<file path="config.mk">
export PLATFORM = sky130hd
export DESIGN_NAME = plic_claim_master_flat
export DESIGN_NICKNAME = d
export VERILOG_FILES = /design/src/rtl/plic_claim_master_pkg.sv /design/src/rtl/plic_claim_master_if.sv /design/src/rtl/plic_claim_master.sv /design/src/flat_wrapper.sv
export SDC_FILE = /design/constraint.sdc
export NUM_CORES = 1
export LEC_CHECK = 0
export ABC_AREA = 0
export CORE_AREA = 2 2 97 99
export CTS_CLUSTER_SIZE = 25
export DETAILED_ROUTE_END_ITERATION = 10
export DIE_AREA = 0 0 99 101
export PLACE_DENSITY_LB_ADDON = 0.25
export SLEW_MARGIN = 20
export SYNTH_ARGS = -nofsm -noshare
export SYNTH_HDL_FRONTEND = slang
export SYNTH_SLANG_ARGS = --single-unit
</file>
<file path="constraint.sdc">
create_clock -name clk_i -period 1.5 [get_ports clk_i]
set_input_delay 0.45 -clock clk_i [delete_from_list [all_inputs] [get_ports clk_i]]
set_output_delay 0.45 -clock clk_i [all_outputs]
set_load 0.02 [all_outputs]
</file>
<file path="src/rtl/plic_claim_master_pkg.sv">
// Shared types and constants for the PLIC claim/complete AXI initiator.
// Holds the FSM state encoding, claim-register address helpers and AXI field values.
package plic_claim_pkg;

  typedef enum logic [2:0] {
    ST_IDLE,
    ST_AR,
    ST_R,
    ST_DELIVER,
    ST_WAIT_CMPL,
    ST_WR,
    ST_B
  } plic_claim_state_e;

  localparam logic [31:0] PLIC_CLAIM_OFFSET = 32'h0020_0004;
  localparam logic [31:0] PLIC_CTX_STRIDE   = 32'h0000_1000;

  localparam logic [2:0] AXI_SIZE_32    = 3'b010;
  localparam logic [1:0] AXI_BURST_INCR = 2'b01;
  localparam logic [1:0] AXI_RESP_OKAY  = 2'b00;

  // Claim and complete share one register per target context.
  function automatic logic [31:0] plic_claim_addr(input logic [31:0] base, input int unsigned ctx);
    return base + PLIC_CLAIM_OFFSET + PLIC_CTX_STRIDE * ctx;
  endfunction

endpackage

</file>
<file path="src/rtl/plic_claim_master_if.sv">
// Single-master AXI4 bundle (32-bit data) used by the PLIC claim initiator.
// Master drives addresses, write data and response readies; slave drives the rest.
interface plic_claim_master_if #(
  parameter int ADDR_WIDTH = 32,
  parameter int ID_WIDTH   = 2
);

  logic [ID_WIDTH-1:0]   awid;
  logic [ADDR_WIDTH-1:0] awaddr;
  logic [7:0]            awlen;
  logic [2:0]            awsize;
  logic [1:0]            awburst;
  logic                  awlock;
  logic [3:0]            awcache;
  logic [2:0]            awprot;
  logic [3:0]            awqos;
  logic [3:0]            awregion;
  logic                  awvalid;
  logic                  awready;

  logic [31:0]           wdata;
  logic [3:0]            wstrb;
  logic                  wlast;
  logic                  wvalid;
  logic                  wready;

  logic [ID_WIDTH-1:0]   bid;
  logic [1:0]            bresp;
  logic                  bvalid;
  logic                  bready;

  logic [ID_WIDTH-1:0]   arid;
  logic [ADDR_WIDTH-1:0] araddr;
  logic [7:0]            arlen;
  logic [2:0]            arsize;
  logic [1:0]            arburst;
  logic                  arlock;
  logic [3:0]            arcache;
  logic [2:0]            arprot;
  logic [3:0]            arqos;
  logic [3:0]            arregion;
  logic                  arvalid;
  logic                  arready;

  logic [ID_WIDTH-1:0]   rid;
  logic [31:0]           rdata;
  logic [1:0]            rresp;
  logic                  rlast;
  logic                  rvalid;
  logic                  rready;

  modport master (
    output awid, awaddr, awlen, awsize, awburst, awlock, awcache, awprot, awqos, awregion, awvalid,
    input  awready,
    output wdata, wstrb, wlast, wvalid,
    input  wready,
    input  bid, bresp, bvalid,
    output bready,
    output arid, araddr, arlen, arsize, arburst, arlock, arcache, arprot, arqos, arregion, arvalid,
    input  arready,
    input  rid, rdata, rresp, rlast, rvalid,
    output rready
  );

  modport slave (
    input  awid, awaddr, awlen, awsize, awburst, awlock, awcache, awprot, awqos, awregion, awvalid,
    output awready,
    input  wdata, wstrb, wlast, wvalid,
    output wready,
    output bid, bresp, bvalid,
    input  bready,
    input  arid, araddr, arlen, arsize, arburst, arlock, arcache, arprot, arqos, arregion, arvalid,
    output arready,
    output rid, rdata, rresp, rlast, rvalid,
    input  rready
  );

endinterface

</file>
<file path="src/rtl/plic_claim_master.sv">
// Claims a PLIC interrupt over AXI, hands the ID to a consumer, writes it back on completion.
// All outputs registered, 1-cycle reaction per step; every channel waits on its own ready/valid.
module plic_claim_master
  import plic_claim_pkg::*;
#(
  parameter int          ADDR_WIDTH   = 32,
  parameter int          AXI_ID_WIDTH = 2,
  parameter logic [31:0] PLIC_BASE    = 32'h0C00_0000,
  parameter int unsigned CONTEXT      = 0,
  parameter int          SRC_ID_WIDTH = 5
) (
  input  logic                    clk_i,
  input  logic                    rst_ni,
  input  logic                    irq_i,
  output logic                    claim_valid_o,
  output logic [SRC_ID_WIDTH-1:0] claim_id_o,
  input  logic                    claim_ready_i,
  input  logic                    complete_valid_i,
  input  logic [SRC_ID_WIDTH-1:0] complete_id_i,
  output logic                    complete_ready_o,
  output logic                    error_o,
  plic_claim_master_if.master     m_axi
);

  localparam logic [ADDR_WIDTH-1:0] CLAIM_ADDR = ADDR_WIDTH'(plic_claim_addr(PLIC_BASE, CONTEXT));

  plic_claim_state_e       state_q;
  logic                    arvalid_q;
  logic                    rready_q;
  logic                    awvalid_q;
  logic                    wvalid_q;
  logic                    bready_q;
  logic                    aw_done_q;
  logic                    w_done_q;
  logic                    claim_valid_q;
  logic [SRC_ID_WIDTH-1:0] claim_id_q;
  logic                    complete_ready_q;
  logic                    error_q;
  logic [31:0]             wdata_q;

  logic aw_hs;
  logic w_hs;
  assign aw_hs = awvalid_q & m_axi.awready;
  assign w_hs  = wvalid_q & m_axi.wready;

  always_ff @(posedge clk_i or negedge rst_ni) begin
    if (!rst_ni) begin
      state_q          <= ST_IDLE;
      arvalid_q        <= 1'b0;
      rready_q         <= 1'b0;
      awvalid_q        <= 1'b0;
      wvalid_q         <= 1'b0;
      bready_q         <= 1'b0;
      aw_done_q        <= 1'b0;
      w_done_q         <= 1'b0;
      claim_valid_q    <= 1'b0;
      claim_id_q       <= '0;
      complete_ready_q <= 1'b0;
      error_q          <= 1'b0;
      wdata_q          <= '0;
    end else begin
      error_q <= 1'b0;
      case (state_q)
        ST_IDLE: begin
          if (irq_i) begin
            arvalid_q <= 1'b1;
            state_q   <= ST_AR;
          end
        end
        ST_AR: begin
          if (m_axi.arready) begin
            arvalid_q <= 1'b0;
            rready_q  <= 1'b1;
            state_q   <= ST_R;
          end
        end
        ST_R: begin
          if (m_axi.rvalid) begin
            rready_q <= 1'b0;
            if (m_axi.rresp != AXI_RESP_OKAY) begin
              error_q <= 1'b1;
              state_q <= ST_IDLE;
            end else if (m_axi.rdata == 32'd0) begin
              // Claim of 0 means nothing was pending: no delivery, no complete.
              state_q <= ST_IDLE;
            end else begin
              claim_id_q    <= m_axi.rdata[SRC_ID_WIDTH-1:0];
              claim_valid_q <= 1'b1;
              state_q       <= ST_DELIVER;
            end
          end
        end
        ST_DELIVER: begin
          if (claim_ready_i) begin
            claim_valid_q    <= 1'b0;
            complete_ready_q <= 1'b1;
            state_q          <= ST_WAIT_CMPL;
          end
        end
        ST_WAIT_CMPL: begin
          if (complete_valid_i) begin
            complete_ready_q <= 1'b0;
            wdata_q          <= 32'(complete_id_i);
            awvalid_q        <= 1'b1;
            wvalid_q         <= 1'b1;
            aw_done_q        <= 1'b0;
            w_done_q         <= 1'b0;
            state_q          <= ST_WR;
          end
        end
        ST_WR: begin
          // AW and W retire independently; B is only awaited once both have.
          if (aw_hs) begin
            awvalid_q <= 1'b0;
            aw_done_q <= 1'b1;
          end
          if (w_hs) begin
            wvalid_q <= 1'b0;
            w_done_q <= 1'b1;
          end
          if ((aw_done_q || aw_hs) && (w_done_q || w_hs)) begin
            bready_q <= 1'b1;
            state_q  <= ST_B;
          end
        end
        ST_B: begin
          if (m_axi.bvalid) begin
            bready_q <= 1'b0;
            error_q  <= (m_axi.bresp != AXI_RESP_OKAY);
            state_q  <= ST_IDLE;
          end
        end
        default: state_q <= ST_IDLE;
      endcase
    end
  end

  assign claim_valid_o    = claim_valid_q;
  assign claim_id_o       = claim_id_q;
  assign complete_ready_o = complete_ready_q;
  assign error_o          = error_q;

  assign m_axi.awid     = {AXI_ID_WIDTH{1'b0}};
  assign m_axi.awaddr   = CLAIM_ADDR;
  assign m_axi.awlen    = 8'd0;
  assign m_axi.awsize   = AXI_SIZE_32;
  assign m_axi.awburst  = AXI_BURST_INCR;
  assign m_axi.awlock   = 1'b0;
  assign m_axi.awcache  = 4'd0;
  assign m_axi.awprot   = 3'd0;
  assign m_axi.awqos    = 4'd0;
  assign m_axi.awregion = 4'd0;
  assign m_axi.awvalid  = awvalid_q;

  assign m_axi.wdata  = wdata_q;
  assign m_axi.wstrb  = 4'hF;
  assign m_axi.wlast  = 1'b1;
  assign m_axi.wvalid = wvalid_q;

  assign m_axi.bready = bready_q;

  assign m_axi.arid     = {AXI_ID_WIDTH{1'b0}};
  assign m_axi.araddr   = CLAIM_ADDR;
  assign m_axi.arlen    = 8'd0;
  assign m_axi.arsize   = AXI_SIZE_32;
  assign m_axi.arburst  = AXI_BURST_INCR;
  assign m_axi.arlock   = 1'b0;
  assign m_axi.arcache  = 4'd0;
  assign m_axi.arprot   = 3'd0;
  assign m_axi.arqos    = 4'd0;
  assign m_axi.arregion = 4'd0;
  assign m_axi.arvalid  = arvalid_q;

  assign m_axi.rready = rready_q;

  logic unused_axi;
  assign unused_axi = ^{m_axi.rid, m_axi.rlast, m_axi.bid};

endmodule

</file>
<file path="src/flat_wrapper.sv">
// flat-port wrapper written by rule: the top's interface ports become plain ports
module plic_claim_master_flat import plic_claim_pkg::*;
#(
  parameter int          ADDR_WIDTH   = 32,
  parameter int          AXI_ID_WIDTH = 2,
  parameter logic [31:0] PLIC_BASE    = 32'h0C00_0000,
  parameter int unsigned CONTEXT      = 0,
  parameter int          SRC_ID_WIDTH = 5
)
  (clk_i, rst_ni, irq_i, claim_valid_o, claim_id_o, claim_ready_i, complete_valid_i, complete_id_i, complete_ready_o, error_o, m_axi_awid, m_axi_awaddr, m_axi_awlen, m_axi_awsize, m_axi_awburst, m_axi_awlock, m_axi_awcache, m_axi_awprot, m_axi_awqos, m_axi_awregion, m_axi_awvalid, m_axi_awready, m_axi_wdata, m_axi_wstrb, m_axi_wlast, m_axi_wvalid, m_axi_wready, m_axi_bid, m_axi_bresp, m_axi_bvalid, m_axi_bready, m_axi_arid, m_axi_araddr, m_axi_arlen, m_axi_arsize, m_axi_arburst, m_axi_arlock, m_axi_arcache, m_axi_arprot, m_axi_arqos, m_axi_arregion, m_axi_arvalid, m_axi_arready, m_axi_rid, m_axi_rdata, m_axi_rresp, m_axi_rlast, m_axi_rvalid, m_axi_rready);
  plic_claim_master_if #(.ADDR_WIDTH(ADDR_WIDTH), .ID_WIDTH(2)) m_axi_i ();
  input  logic clk_i;
  input  logic rst_ni;
  input  logic irq_i;
  output logic claim_valid_o;
  output logic [SRC_ID_WIDTH-1:0] claim_id_o;
  input  logic claim_ready_i;
  input  logic complete_valid_i;
  input  logic [SRC_ID_WIDTH-1:0] complete_id_i;
  output logic complete_ready_o;
  output logic error_o;
  output wire logic [$bits(m_axi_i.awid)-1:0] m_axi_awid;
  output wire logic [$bits(m_axi_i.awaddr)-1:0] m_axi_awaddr;
  output wire logic [$bits(m_axi_i.awlen)-1:0] m_axi_awlen;
  output wire logic [$bits(m_axi_i.awsize)-1:0] m_axi_awsize;
  output wire logic [$bits(m_axi_i.awburst)-1:0] m_axi_awburst;
  output wire logic [$bits(m_axi_i.awlock)-1:0] m_axi_awlock;
  output wire logic [$bits(m_axi_i.awcache)-1:0] m_axi_awcache;
  output wire logic [$bits(m_axi_i.awprot)-1:0] m_axi_awprot;
  output wire logic [$bits(m_axi_i.awqos)-1:0] m_axi_awqos;
  output wire logic [$bits(m_axi_i.awregion)-1:0] m_axi_awregion;
  output wire logic [$bits(m_axi_i.awvalid)-1:0] m_axi_awvalid;
  input wire logic [$bits(m_axi_i.awready)-1:0] m_axi_awready;
  output wire logic [$bits(m_axi_i.wdata)-1:0] m_axi_wdata;
  output wire logic [$bits(m_axi_i.wstrb)-1:0] m_axi_wstrb;
  output wire logic [$bits(m_axi_i.wlast)-1:0] m_axi_wlast;
  output wire logic [$bits(m_axi_i.wvalid)-1:0] m_axi_wvalid;
  input wire logic [$bits(m_axi_i.wready)-1:0] m_axi_wready;
  input wire logic [$bits(m_axi_i.bid)-1:0] m_axi_bid;
  input wire logic [$bits(m_axi_i.bresp)-1:0] m_axi_bresp;
  input wire logic [$bits(m_axi_i.bvalid)-1:0] m_axi_bvalid;
  output wire logic [$bits(m_axi_i.bready)-1:0] m_axi_bready;
  output wire logic [$bits(m_axi_i.arid)-1:0] m_axi_arid;
  output wire logic [$bits(m_axi_i.araddr)-1:0] m_axi_araddr;
  output wire logic [$bits(m_axi_i.arlen)-1:0] m_axi_arlen;
  output wire logic [$bits(m_axi_i.arsize)-1:0] m_axi_arsize;
  output wire logic [$bits(m_axi_i.arburst)-1:0] m_axi_arburst;
  output wire logic [$bits(m_axi_i.arlock)-1:0] m_axi_arlock;
  output wire logic [$bits(m_axi_i.arcache)-1:0] m_axi_arcache;
  output wire logic [$bits(m_axi_i.arprot)-1:0] m_axi_arprot;
  output wire logic [$bits(m_axi_i.arqos)-1:0] m_axi_arqos;
  output wire logic [$bits(m_axi_i.arregion)-1:0] m_axi_arregion;
  output wire logic [$bits(m_axi_i.arvalid)-1:0] m_axi_arvalid;
  input wire logic [$bits(m_axi_i.arready)-1:0] m_axi_arready;
  input wire logic [$bits(m_axi_i.rid)-1:0] m_axi_rid;
  input wire logic [$bits(m_axi_i.rdata)-1:0] m_axi_rdata;
  input wire logic [$bits(m_axi_i.rresp)-1:0] m_axi_rresp;
  input wire logic [$bits(m_axi_i.rlast)-1:0] m_axi_rlast;
  input wire logic [$bits(m_axi_i.rvalid)-1:0] m_axi_rvalid;
  output wire logic [$bits(m_axi_i.rready)-1:0] m_axi_rready;
  assign m_axi_awid = m_axi_i.awid;
  assign m_axi_awaddr = m_axi_i.awaddr;
  assign m_axi_awlen = m_axi_i.awlen;
  assign m_axi_awsize = m_axi_i.awsize;
  assign m_axi_awburst = m_axi_i.awburst;
  assign m_axi_awlock = m_axi_i.awlock;
  assign m_axi_awcache = m_axi_i.awcache;
  assign m_axi_awprot = m_axi_i.awprot;
  assign m_axi_awqos = m_axi_i.awqos;
  assign m_axi_awregion = m_axi_i.awregion;
  assign m_axi_awvalid = m_axi_i.awvalid;
  assign m_axi_i.awready = m_axi_awready;
  assign m_axi_wdata = m_axi_i.wdata;
  assign m_axi_wstrb = m_axi_i.wstrb;
  assign m_axi_wlast = m_axi_i.wlast;
  assign m_axi_wvalid = m_axi_i.wvalid;
  assign m_axi_i.wready = m_axi_wready;
  assign m_axi_i.bid = m_axi_bid;
  assign m_axi_i.bresp = m_axi_bresp;
  assign m_axi_i.bvalid = m_axi_bvalid;
  assign m_axi_bready = m_axi_i.bready;
  assign m_axi_arid = m_axi_i.arid;
  assign m_axi_araddr = m_axi_i.araddr;
  assign m_axi_arlen = m_axi_i.arlen;
  assign m_axi_arsize = m_axi_i.arsize;
  assign m_axi_arburst = m_axi_i.arburst;
  assign m_axi_arlock = m_axi_i.arlock;
  assign m_axi_arcache = m_axi_i.arcache;
  assign m_axi_arprot = m_axi_i.arprot;
  assign m_axi_arqos = m_axi_i.arqos;
  assign m_axi_arregion = m_axi_i.arregion;
  assign m_axi_arvalid = m_axi_i.arvalid;
  assign m_axi_i.arready = m_axi_arready;
  assign m_axi_i.rid = m_axi_rid;
  assign m_axi_i.rdata = m_axi_rdata;
  assign m_axi_i.rresp = m_axi_rresp;
  assign m_axi_i.rlast = m_axi_rlast;
  assign m_axi_i.rvalid = m_axi_rvalid;
  assign m_axi_rready = m_axi_i.rready;
  plic_claim_master #(.ADDR_WIDTH(ADDR_WIDTH), .AXI_ID_WIDTH(AXI_ID_WIDTH), .PLIC_BASE(PLIC_BASE), .CONTEXT(CONTEXT), .SRC_ID_WIDTH(SRC_ID_WIDTH)) u_core (.clk_i(clk_i), .rst_ni(rst_ni), .irq_i(irq_i), .claim_valid_o(claim_valid_o), .claim_id_o(claim_id_o), .claim_ready_i(claim_ready_i), .complete_valid_i(complete_valid_i), .complete_id_i(complete_id_i), .complete_ready_o(complete_ready_o), .error_o(error_o), .m_axi(m_axi_i));
endmodule
</file>
==> flow_summary.toml, run 1 <==
[sta]
slew_violations = 0
final.min_clock_period_ns = 1.546
rsz0062_at_grt = "yes"
max_freq_mhz = 647.0
post-route-period-util_pct = 103.0
finalSetupViolCount = 5
layout_setup_ws_ns = -0.04558
skew_ns = 0.01277
setup_tns_ns = -0.2168
final-hold-violation-count = 0

[clocking]
clock-sinks = 23
cts_root_buf = "clkbuf_8"
hold_buffers = 0
htree_levels = 1
cts-buffers-inserted = 3
clock_latency_ns = 0.28
max-clock-path-buffers = 2
cts_tree = "yes"
cts.reportedPaths.clkPinSlew_ns = 0.09

[global_routing]
grt_start_max_net_pins = 24
grt_pass1_vias = 1355
grt_pass1_wl_um = 6900
gr-total-overflow = 0
grt.total_usage_pct = 8.585
antenna_found_initial = 0

[floorplan]
initial_core_util_pct = 26.33
die_h_um = 101
die_w_um = 99
core_area_mm2 = 0.008977
rows = 35
ios = 232
dieArea_mm2 = 0.009999

[setup_path]
slowest_stage = "mux2_4"
endpoint_kind = "register"
crit_chain = "buf_8 -> nor4_4 -> nand4_1 -> o211ai_4 -> nor3_4 -> mux2_4"
crit_arrival_ns = 1.70
crit_path_max_fanout = 6
critPathRequiredTime_ns = 1.66
cp-start-kind = "primary input"
critPathKind = "primary input to register"
cpPeakStageDelay_ns = 0.30

[synth]
synth.most_common_cell = "buf_4"
synth_edf_count = 0
avgSynthCellArea_um2 = 8.819
synth_area_leaders = "buf_4, dfrtp_1, mux2_2, mux2_4, o21ai_0"
synthTopCellsByCount = "buf_4, dfrtp_1, o21ai_0"
synth_fa_ha_area_share_pct = 0
synth_seq_cells = 23
synth_top_family_by_area = "buffers and inverters"
synth_compound_area_share_pct = 7.517
synth.mux.area_fraction_pct = 6.511
seq_area_frac_synth_pct = 24.35
yosys.area.top_type = "buf_4"
ys_warn_count = 0
synth.distinct_cells = 33
synthArstFlopShare_pct = 100.0
synthSimpleGateAreaFrac_pct = 9.688
synthDominantCellAreaShare_pct = 50.19
ys.flop_type = "dfrtp_1"
syn_area_mm2 = 0.002364
synth_xor_area_share_pct = 0.3706
syn_inst = 268

[pwr]
comb_power_share_pct = 61.0
p_leak_nw = 1.485
power.share.clock_pct = 11.3
p_per_area_mw_per_mm2 = 1331
swShare_pct = 45.57
p_int_mw = 2.059
ir_drop_mv = 0.4528
p_switching_mw = 1.724
pwr-share-seq_pct = 27.7

[cells_and_area]
fin_nets = 418
fin_area_mm2 = 0.002843
drive_above_1_share_pct = 24.93
area_delta_synth_final_pct = 20.28
antennaDiodeCount = 0

[drt]
first_pass_iters = 3
via_per_inst = 3.419
num_vias = 1614
drc = 0
initialDrtViolationCount = 21
wirelength_um = 4757
postRouteAntennaNets = 0
wl_per_cell_um = 10.08

[status]
outcome = "complete, but fails checks"
violations = "negative setup slack"

[placement]
hpwl_um = 3831
placed_area_mm2 = 0.002741
io_buffers = 68
gp_congestion = 0.7494

[job]
maxCapViolations = 0

[worst_hold_path]
worstHoldPathType = "primary input to register"
layout by cell type, fill, tap and decap left out, drive strengths merged, types with 2 or more instances in the layout:
master,Yosys,final
conb,2,158
clkbuf,2,15
nand2b,2,2
buf,159,36
nand4,2,2
clkdlybuf4s15,0,11
dfrtp,23,23
a31oi,2,2
mux2,12,12
clkdlybuf4s50,0,13
o21ai,11,11
inv,3,3
dlygate4sd2,0,21
nor4,8,8
nor2,9,9
nand2,10,10
a21oi,10,10
cell type report:
class                   instances  area, um2
clock inverters                 1      7.507
flip-flops and latches         23      575.6
clock buffers                   3      41.29
well taps                     111      138.9
fillers                       979       6135
repair buffers                 94      774.5
inverters                       3      11.26
multi-input cells             237       1294
per-layer routing:
metal	track usage (%)	wire length [um]	vias up
met5	0	0	-
met4	3.477	69	0
met3	1.664	591	4
met2	14.92	2333	129
met1	10.40	1762	734
li1	-	-	747
power groups by stage:
stage,registers (mW),logic (mW),clock network (mW)
2_1_floorplan,1.31,1.35,0
3_3_place_gp,1.08,2.20,0
3_5_place_dp,1.07,2.21,0
4_1_cts,1.05,2.13,0.454
5_1_grt,1.09,2.50,0.467
6_report,1.05,2.31,0.426
path summary, 6_finish.rpt:
path / start / endpoint / slack, ns / cells past startpoint
worst min-delay path: m_axi_rdata[0] / u_core.claim_id_o[0]$_DFFE_PN0P_ / 0.41 / 2
worst max-delay path: m_axi_rdata[0] / u_core.claim_id_o[4]$_DFFE_PN0P_ / -0.05 / 6
min in group asynchronous: rst_ni / u_core.m_axi.arvalid$_DFFE_PN0P_ / 0.51 / 2
worst max register to register: u_core.state_q[2]$_DFFE_PN0P_ / u_core.claim_id_o[4]$_DFFE_PN0P_ / -0.01 / 4
worst min register to register: u_core.claim_valid_o$_DFFE_PN0P_ / u_core.claim_valid_o$_DFFE_PN0P_ / 0.50 / 1
max in group asynchronous: rst_ni / u_core.claim_id_o[4]$_DFFE_PN0P_ / 0.82 / 2
through the flow:
step | hold slack (ns) | setup slack [ns] | power, mW | util [%] | cells
final | 0.4107 | -0.04558 | 3.783 | 31.67 | 472
after global routing | 0.4056 | -0.1055 | 4.051 | 31.67 | 472
after CTS | 0.4064 | -0.1197 | 3.641 | 31.15 | 469
after detailed placement | 0.4806 | -0.9234 | 3.285 | 30.54 | 461
after global placement | 0.4717 | -0.8394 | 3.276 | 30.54 | 461
after floorplan | 0.1544 | -0.07863 | 2.657 | - | 424
worst max-delay path, delay by kind of cell:
kind                   cells  cell delay (ns)
and+or+nand+nor            3             0.60
buffers and inverters      1             0.10
muxes                      1             0.30
AOI/OAI and AO/OA          1             0.24
repair_timing:
item,in CTS,in global routing
endpoints found under the setup margin,31,12
gates cloned,0,0
pin swaps,14,15
buffers inserted,4,3
resized for setup,107,38
cell families (layout without fill, tap and decap cells):
kind of cell	count (synthesis)	count (layout)
muxes	12	12
DFF	23	23
buffers and inverters	164	101
and+or+nand+nor	36	36
xor gates and xnor gates	1	1
AOI/OAI and AO/OA	30	30
other	2	158
No activity file was read; power rests on OpenSTA's default activity.
==> inputs of run 2 (changes only) <==
- SETUP_SLACK_MARGIN: not set -> 0.05
==> flow_summary.toml, run 2 (synthesis gave the netlist of run 1 again) <==
[status]
outcome = "complete, but fails checks"
violations = "negative setup slack"

[floorplan]
die_h_um = 101
initial_core_util_pct = 26.33
ios = 232
dieArea_mm2 = 0.009999
core_area_mm2 = 0.008977
die_w_um = 99
rows = 35

[placement]
hpwl_um = 3831
io_buffers = 68
dp_slack_ns = -0.9234
gp_congestion = 0.7494

[sta]
slew_violations = 0
final.min_clock_period_ns = 1.541
post-route-period-util_pct = 102.8
max_freq_mhz = 648.8
final-hold-violation-count = 0
layout_setup_ws_ns = -0.04133
finalSetupViolCount = 5
rsz0062_at_grt = "yes"
skew_ns = 0.009755

[clocking]
cts_tree = "yes"
clock-sinks = 23
cts_root_buf = "clkbuf_8"
clock_latency_ns = 0.28
htree_levels = 1
cts.reportedPaths.clkPinSlew_ns = 0.09
cts-buffers-inserted = 3
hold_buffers = 0
max-clock-path-buffers = 2

[drt]
wirelength_um = 4906
first_pass_iters = 4
num_vias = 1628
postRouteAntennaNets = 0
initialDrtViolationCount = 15
wl_per_cell_um = 10.35
drc = 0
via_per_inst = 3.435

[setup_path]
crit_chain = "buf_8 -> nor4_4 -> nand4_1 -> o211ai_4 -> nor3_4 -> mux2_4"
crit_arrival_ns = 1.70
endpoint_kind = "register"
cp-start-kind = "primary input"
r2r_start = "u_core.state_q[0]$_DFFE_PN0P_"
rr_endpoint = "u_core.claim_id_o[4]$_DFFE_PN0P_"
critPathKind = "primary input to register"
timing.critical_path.buf_inv = 1
slowest_stage = "mux2_4"
r2r_slack_ns = -0.03
cpPeakStageDelay_ns = 0.30
critPathRequiredTime_ns = 1.66
reg2regPathDepth = 3
crit_path_max_fanout = 6
path_delay_family = "simple AND/OR/NAND/NOR gates"

[cells_and_area]
utilization_pct = 32.53
multi_input_comb_area_mm2 = 0.001316
seqCellArea_um2 = 575.6
fin_nets = 420
mostFrequentLayoutCell = "conb_1"
area_delta_synth_final_pct = 23.56
fill_cells = 970
antennaDiodeCount = 0
mostFrequentLayoutCells = "conb_1, dfrtp_1, clkdlybuf4s15_1"
drive_above_1_share_pct = 27.00

[global_routing]
grt_pass1_vias = 1421
gr-total-overflow = 0
grt.total_usage_pct = 8.890
grt_pass1_wl_um = 7182
antenna_found_initial = 0
grt_start_max_net_pins = 24

[worst_hold_path]
min_to = "u_core.claim_id_o[0]$_DFFE_PN0P_"
worstHoldStart = "m_axi_rdata[0]"
holdPathStages = 2
worstHoldPathType = "primary input to register"

[pwr]
ir_drop_mv = 0.4777
p_leak_nw = 1.520
p_per_area_mw_per_mm2 = 1353

[job]
maxCapViolations = 0
[run 2: final cells by class]
class	instances	share of cell area [%]
clock buffer	3	1.414
clock inverter	1	0.2571
inverter	3	0.4713
multi-input combinational	237	45.07
sequential	23	19.71
tap	111	4.756
timing repair buffer	96	28.32
[run 2: worst reg2reg max path, cell delays in order (launching register included)]
cell and delay (ns):
dfrtp_1 0.44, nand2b_1 0.21, nor3_4 0.42, mux2_4 0.34
[run 2: metal layers]
metal	vias up	routed length, um	track usage [%]
met5	-	0	0
met2	131	2429	15.64
met3	4	577	1.595
met4	0	69	3.477
li1	750	-	-
met1	743	1829	10.74
[run 2: power breakdown]
group | total, mW | switching [mW] | leakage (nW) | internal, mW
clock network | 0.427 | 0.238 | 0.0217 | 0.189
registers | 1.07 | 0.181 | 0.272 | 0.886
logic | 2.46 | 1.36 | 1.23 | 1.10
[run 2: worst max-delay path by stage]
| stage | start | end | slack, ns | cells after the start |
|---|---|---|---|---|
| finish | m_axi_rdata[0] | u_core.claim_id_o[4]$_DFFE_PN0P_ | -0.04 | 6 |
| global route | m_axi_rdata[0] | u_core.claim_id_o[3]$_DFFE_PN0P_ | -0.10 | 6 |
| CTS | m_axi_rdata[2] | u_core.claim_id_o[4]$_DFFE_PN0P_ | -0.14 | 6 |
| detailed placement | m_axi_rdata[1] | u_core.claim_id_o[0]$_DFFE_PN0P_ | -0.92 | 6 |
| global placement | m_axi_rdata[1] | u_core.claim_id_o[1]$_DFFE_PN0P_ | -0.84 | 6 |
| floorplan | m_axi_rdata[17] | u_core.claim_id_o[0]$_DFFE_PN0P_ | -0.08 | 5 |
[run 2: timing repair]
action | CTS | global route
setup buffers | 10 | 2
pin swaps | 15 | 17
gates resized for setup | 136 | 45
endpoints found under the setup margin | 33 | 25
[run 2: per-stage QoR]
stage	power, mW	cell area (um2)	instances	hold WS, ns	setup TNS [ns]
6_report	3.951	2920	474	0.4083	-0.1971
2_1_floorplan	2.657	2967	424	0.1544	-0.3932
5_1_grt	4.222	2920	474	0.4056	-0.6060
4_1_cts	3.896	2917	474	0.4064	-0.6727
3_3_place_gp	3.276	2741	461	0.4717	-8.840
3_5_place_dp	3.285	2741	461	0.4806	-9.407
